<file path="src/rtl/rom_arbiter_pkg.sv">
// rom_arbiter_pkg: shared parameter defaults and FSM state encoding for rom_arbiter
package rom_arbiter_pkg;
  localparam int DEPTH_DEF  = 10;
  localparam int ADDR_W_DEF = 4;
  localparam int DATA_W_DEF = 10;
  localparam logic [1:0] IDLE = 2'd0;
  localparam logic [1:0] READ = 2'd1;
  localparam logic [1:0] RESP = 2'd2;
endpackage

</file>
<file path="src/rtl/rom_arbiter_rr_arb2.sv">
// rr_arb2: two-way round-robin pick; on a tie the requester that did not win last time wins
module rr_arb2 (
  input  logic req0,
  input  logic req1,
  input  logic last_owner,
  output logic winner,
  output logic any
);
  assign winner = (req0 && req1) ? ~last_owner : req1;
  assign any    = req0 | req1;
endmodule

</file>
<file path="src/rtl/rom_arbiter.sv">
// rom_arbiter: shares one combinational ROM between two requesters, one read in flight at a time
module rom_arbiter
  import rom_arbiter_pkg::*;
#(
  parameter int DEPTH  = DEPTH_DEF,
  parameter int ADDR_W = ADDR_W_DEF,
  parameter int DATA_W = DATA_W_DEF
) (
  input  logic              clk,
  input  logic              rst_n,
  input  logic              req0,
  input  logic              req1,
  input  logic [ADDR_W-1:0] addr0,
  input  logic [ADDR_W-1:0] addr1,
  output logic              gnt0,
  output logic              gnt1,
  output logic              rvalid0,
  output logic              rvalid1,
  output logic [DATA_W-1:0] rdata,
  output logic              err,
  output logic [ADDR_W-1:0] rom_addr,
  input  logic [DATA_W-1:0] rom_data
);
  logic [1:0]        state;
  logic [ADDR_W-1:0] addr_q;
  logic              owner_q;
  logic              last_owner;
  logic              win;
  logic              any;
  logic              oor;
  rr_arb2 u_arb (
    .req0       (req0),
    .req1       (req1),
    .last_owner (last_owner),
    .winner     (win),
    .any        (any)
  );
  assign oor      = 32'(addr_q) >= 32'(DEPTH);
  assign rom_addr = addr_q;
  assign gnt0     = state == READ && !owner_q;
  assign gnt1     = state == READ && owner_q;
  assign rvalid0  = state == RESP && !owner_q;
  assign rvalid1  = state == RESP && owner_q;
  always_ff @(posedge clk or negedge rst_n) begin
    if (!rst_n) begin
      state      <= IDLE;
      addr_q     <= '0;
      owner_q    <= 1'b0;
      last_owner <= 1'b1;
      rdata      <= '0;
      err        <= 1'b0;
    end else begin
      state <= state == IDLE ? (any ? READ : IDLE) : state == READ ? RESP : IDLE;
      if (state == IDLE && any) begin
        addr_q     <= win ? addr1 : addr0;
        owner_q    <= win;
        last_owner <= win;
      end
      if (state == READ) begin
        rdata <= oor ? '0 : rom_data;
        err   <= oor;
      end
    end
  end
endmodule
</file>
<file path="config.mk">
export PLATFORM = sky130hd
export DESIGN_NAME = rom_arbiter
export DESIGN_NICKNAME = d
export VERILOG_FILES = /design/src/rtl/rom_arbiter_pkg.sv /design/src/rtl/rom_arbiter_rr_arb2.sv /design/src/rtl/rom_arbiter.sv
export SDC_FILE = /design/constraint.sdc
export NUM_CORES = 1
export LEC_CHECK = 0
export ABC_AREA = 1
export CAP_MARGIN = 40
export CORE_MARGIN = 10
export CORE_UTILIZATION = 41
export CTS_BUF_LIST = sky130_fd_sc_hd__clkbuf_8
export DETAILED_ROUTE_END_ITERATION = 12
export GPL_TIMING_DRIVEN = 0
export HOLD_SLACK_MARGIN = 0.12
export PLACE_DENSITY = 0.8
export SLEW_MARGIN = 20
export SYNTH_ARGS = -nofsm -noshare
export SYNTH_HDL_FRONTEND = slang
export SYNTH_SLANG_ARGS = --single-unit
export TNS_END_PERCENT = 1
</file>
<file path="constraint.sdc">
create_clock -name clk -period 1.3 [get_ports clk]
set_input_delay 0.26 -clock clk [delete_from_list [all_inputs] [get_ports clk]]
set_output_delay 0.26 -clock clk [all_outputs]
set_load 0.02 [all_outputs]
</file>
==> flow_metrics.py <==
metrics = {
    "sta": {
        "fmaxAchievable_ghz": 0.684,
        "period_share": 1.12,
        "grt_setup_unrepaired": "yes",
        "timing_hold_violations_final": 0,
        "final.min_clock_period_ps": 1460,
        "maxSlewViolCount": 0,
        "timing.setup.tns_ps": -471,
        "skew_ps": 3.85,
        "finalWorstSetupSlack_ps": -162,
        "maxSlewHeadroom": 0.839,
        "worst_slew_pin_slew_ps": 240,
        "final-setup-viol-count": 4,
    },
    "setup_path": {
        "worstPathRequired_ps": 1040,
        "crit_fanout": 6,
        "worstPathArrival_ps": 1200,
        "cp-end-kind": "primary output",
        "max_stage_delay_ps": 410,
        "reg2regPathDepth": 6,
        "crit_path_frequent_cell": "nor2_4",
        "worst-setup-path-type": "reg -> out",
        "setup.worst_path.start_class": "register",
        "crit_path_cell_trace": "inv_2 -> nor2_4 -> clkinv_4 -> nor2_4 -> buf_6",
        "crit_slowest_cell": "dfrtp_1",
    },
    "logic_synthesis": {
        "synth_top_family_by_area": "simple AND/OR/NAND/NOR gates",
        "post_synth.cell_area_avg_um2": 8.39,
        "syn_nets": 125,
        "synth_compound_area_frac": 0.0174,
        "synth_simple_gate_area_share": 0.340,
        "yosys_register_bits": 19,
        "synth-adder-area-share": 0,
        "synth-seq-area-share": 0.551,
        "synth_area_leaders": "dfrtp_1, nand2_1, nand3_1",
        "synth_largest_type_area_fraction": 0.521,
        "yosys_warnings": 0,
        "synth_xor_area_frac": 0,
        "synth_cell_types": 18,
        "syn_area_um2": 865,
        "synthesis.instances": 103,
        "synthDominantAreaCellType": "dfrtp_1",
        "synth_mux_area_frac": 0,
    },
    "clock_tree": {
        "cts.hold.buffers_added": 0,
        "tritoncts": "yes",
        "worst_skew_pair.late_latency_ps": 250,
        "cts.root.buffer_cell": "clkbuf_8",
        "clock_sinks": 19,
        "clockBufferDepth": 2,
        "deepest_level_of_the_cts_h_tree": 1,
        "tritoncts.num_buffers": 3,
        "clk_pin_slew_worst_paths_ps": 70,
    },
    "final_layout": {
        "mostFrequentLayoutCells": "nand2_1, clkdlybuf4s50_1, nand3_1, dfrtp_1, dlygate4sd2_1",
        "antenna-diode-count": 0,
        "synthToLayoutAreaGrowth_pct": 58.0,
        "final_area_mm2": 0.00137,
        "most_common_cell_after_layout_fill_and_taps_aside": "nand2_1",
        "drive_above_1_share": 0.167,
        "finalNetCount": 173,
        "filler_cell_count": 167,
    },
    "hold_path": {
        "worstHoldPathType": "in -> async",
    },
    "floorplan": {
        "core_area_mm2": 0.00198,
        "ios": 41,
        "placement_rows": 16,
        "dieWidth_um": 65.9,
        "floorplan.die_area_mm2": 0.00435,
        "floorplan.initialDensity": 0.436,
        "floorplan.die.height_um": 65.9,
    },
    "status": {
        "violations_in_the_final_reports": "setup timing",
        "outcome": "complete, but fails checks",
    },
    "drt": {
        "viasPerCell": 4.68,
        "drtAntennaViolNets": 0,
        "routed-via-count": 829,
        "postRouteWirelength_mm": 2.42,
        "drt_iter0_drc": 39,
        "drt_first_pass_iters": 2,
        "drc": 0,
        "routed_wire_length_per_instance_um": 13.7,
    },
    "placed_design": {
        "port-buffer-count": 40,
        "placed_area_mm2": 0.00130,
        "finalWeightedCongestion": 0.720,
        "detailedPlacementHpwl_mm": 1.82,
    },
    "global_routing": {
        "via_count_of_the_first_global_routing_pass": 804,
        "grt_pass1_wl_mm": 3.73,
        "pin_count_of_the_biggest_net_entering_global_routing": 20,
        "antenna_found_initial": 0,
        "globalRouteOverflowTotal": 0,
        "grt_util_all_layers": 0.106,
    },
    "power": {
        "p_leak_nw": 0.735,
        "ir_worst_vdd_v": 0.00111,
        "power_density_mw_per_mm2": 2260,
    },
    "run": {
        "cap_viol_max_count": 0,
    },
}
-- routing by layer --
| metal | wire length [um] | track usage | share of wire | vias up |
|---|---|---|---|---|
| li1 | - | - | - | 417 |
| met1 | 902 | 0.0963 | 0.37 | 383 |
| met2 | 1240 | 0.194 | 0.51 | 27 |
| met3 | 249 | 0.0508 | 0.10 | 2 |
| met4 | 31 | 0.0481 | 0.013 | 0 |
| met5 | 0 | 0 | 0 | - |
-- cells in the mapped netlist (all sizes together) --
master	number
buf	3
dfrtp	18
inv	14
nand3	18
dfstp	1
nand2	39
nor2	5
nor3	2
o21ai	3
-- final cells by class --
class                      instances  area [um2]  share of cell area
buffer                             2        12.5             0.00916
clock buffer                       3        41.3              0.0302
clock inverter                     1        3.75             0.00275
inverter                          14        60.1              0.0440
multi-input combinational         67         324               0.237
sequential                        19         478               0.350
tap                               27        33.8              0.0247
timing repair buffer              44         413               0.302
-- registers in the layout, indices dropped and copies added (netlist names) --
register,flops
owner_q,1
state,2
rdata,10
err,1
last_owner,1
rom_addr,4
-- critical path: cells and delay by family (launching register included) --
kind,cells,cell delay (ps)
buffers and inverters,3,290
AND/OR/NAND/NOR,2,250
flip-flops,1,410
-- path summary, 6_finish.rpt --
| check | slack (ps) | end | start |
|---|---|---|---|
| max in group asynchronous | 700 | last_owner | rst_n |
| worst max-delay path | -160 | gnt0 | state[0] |
| worst max register to register | 150 | err | state[0] |
| min in group clk | 470 | last_owner | last_owner |
| worst min register to register | 470 | last_owner | last_owner |
| worst min-delay path | 180 | rdata[4] | rst_n |
-- stage by stage --
step | instances | hold WS [ps] | worst slack, ps | util | power, W
5_1_grt | 177 | 180 | -220 | 0.689 | 0.00334
3_5_place_dp | 170 | 464 | -448 | 0.655 | 0.00276
3_3_place_gp | 170 | 454 | -380 | 0.655 | 0.00271
6_report | 177 | 184 | -162 | 0.689 | 0.00309
2_1_floorplan | 103 | -35.6 | 57.7 | - | 0.00200
4_1_cts | 174 | 471 | -210 | 0.664 | 0.00299
-- cells by family after synthesis --
| group | after synthesis |
|---|---|
| DFF | 19 |
| AOI/OAI and AO/OA | 3 |
| buffers and inverters | 17 |
| and+or+nand+nor | 64 |
-- where the power goes --
part	internal (W)	leakage (nW)	switching, W
sequential	0.000875	0.235	0.000183
combinational	0.000640	0.472	0.000994
clock	0.000209	0.0269	0.000186
total	0.00172	0.735	0.00136
-- timing repair --
item                                    4_1_cts  5_1_grt
gates resized for setup                      37       11
endpoints found under the setup margin       19        5
pin swaps                                     0        1
setup buffers                                 0        3
(Power assumes the default switching activity.)
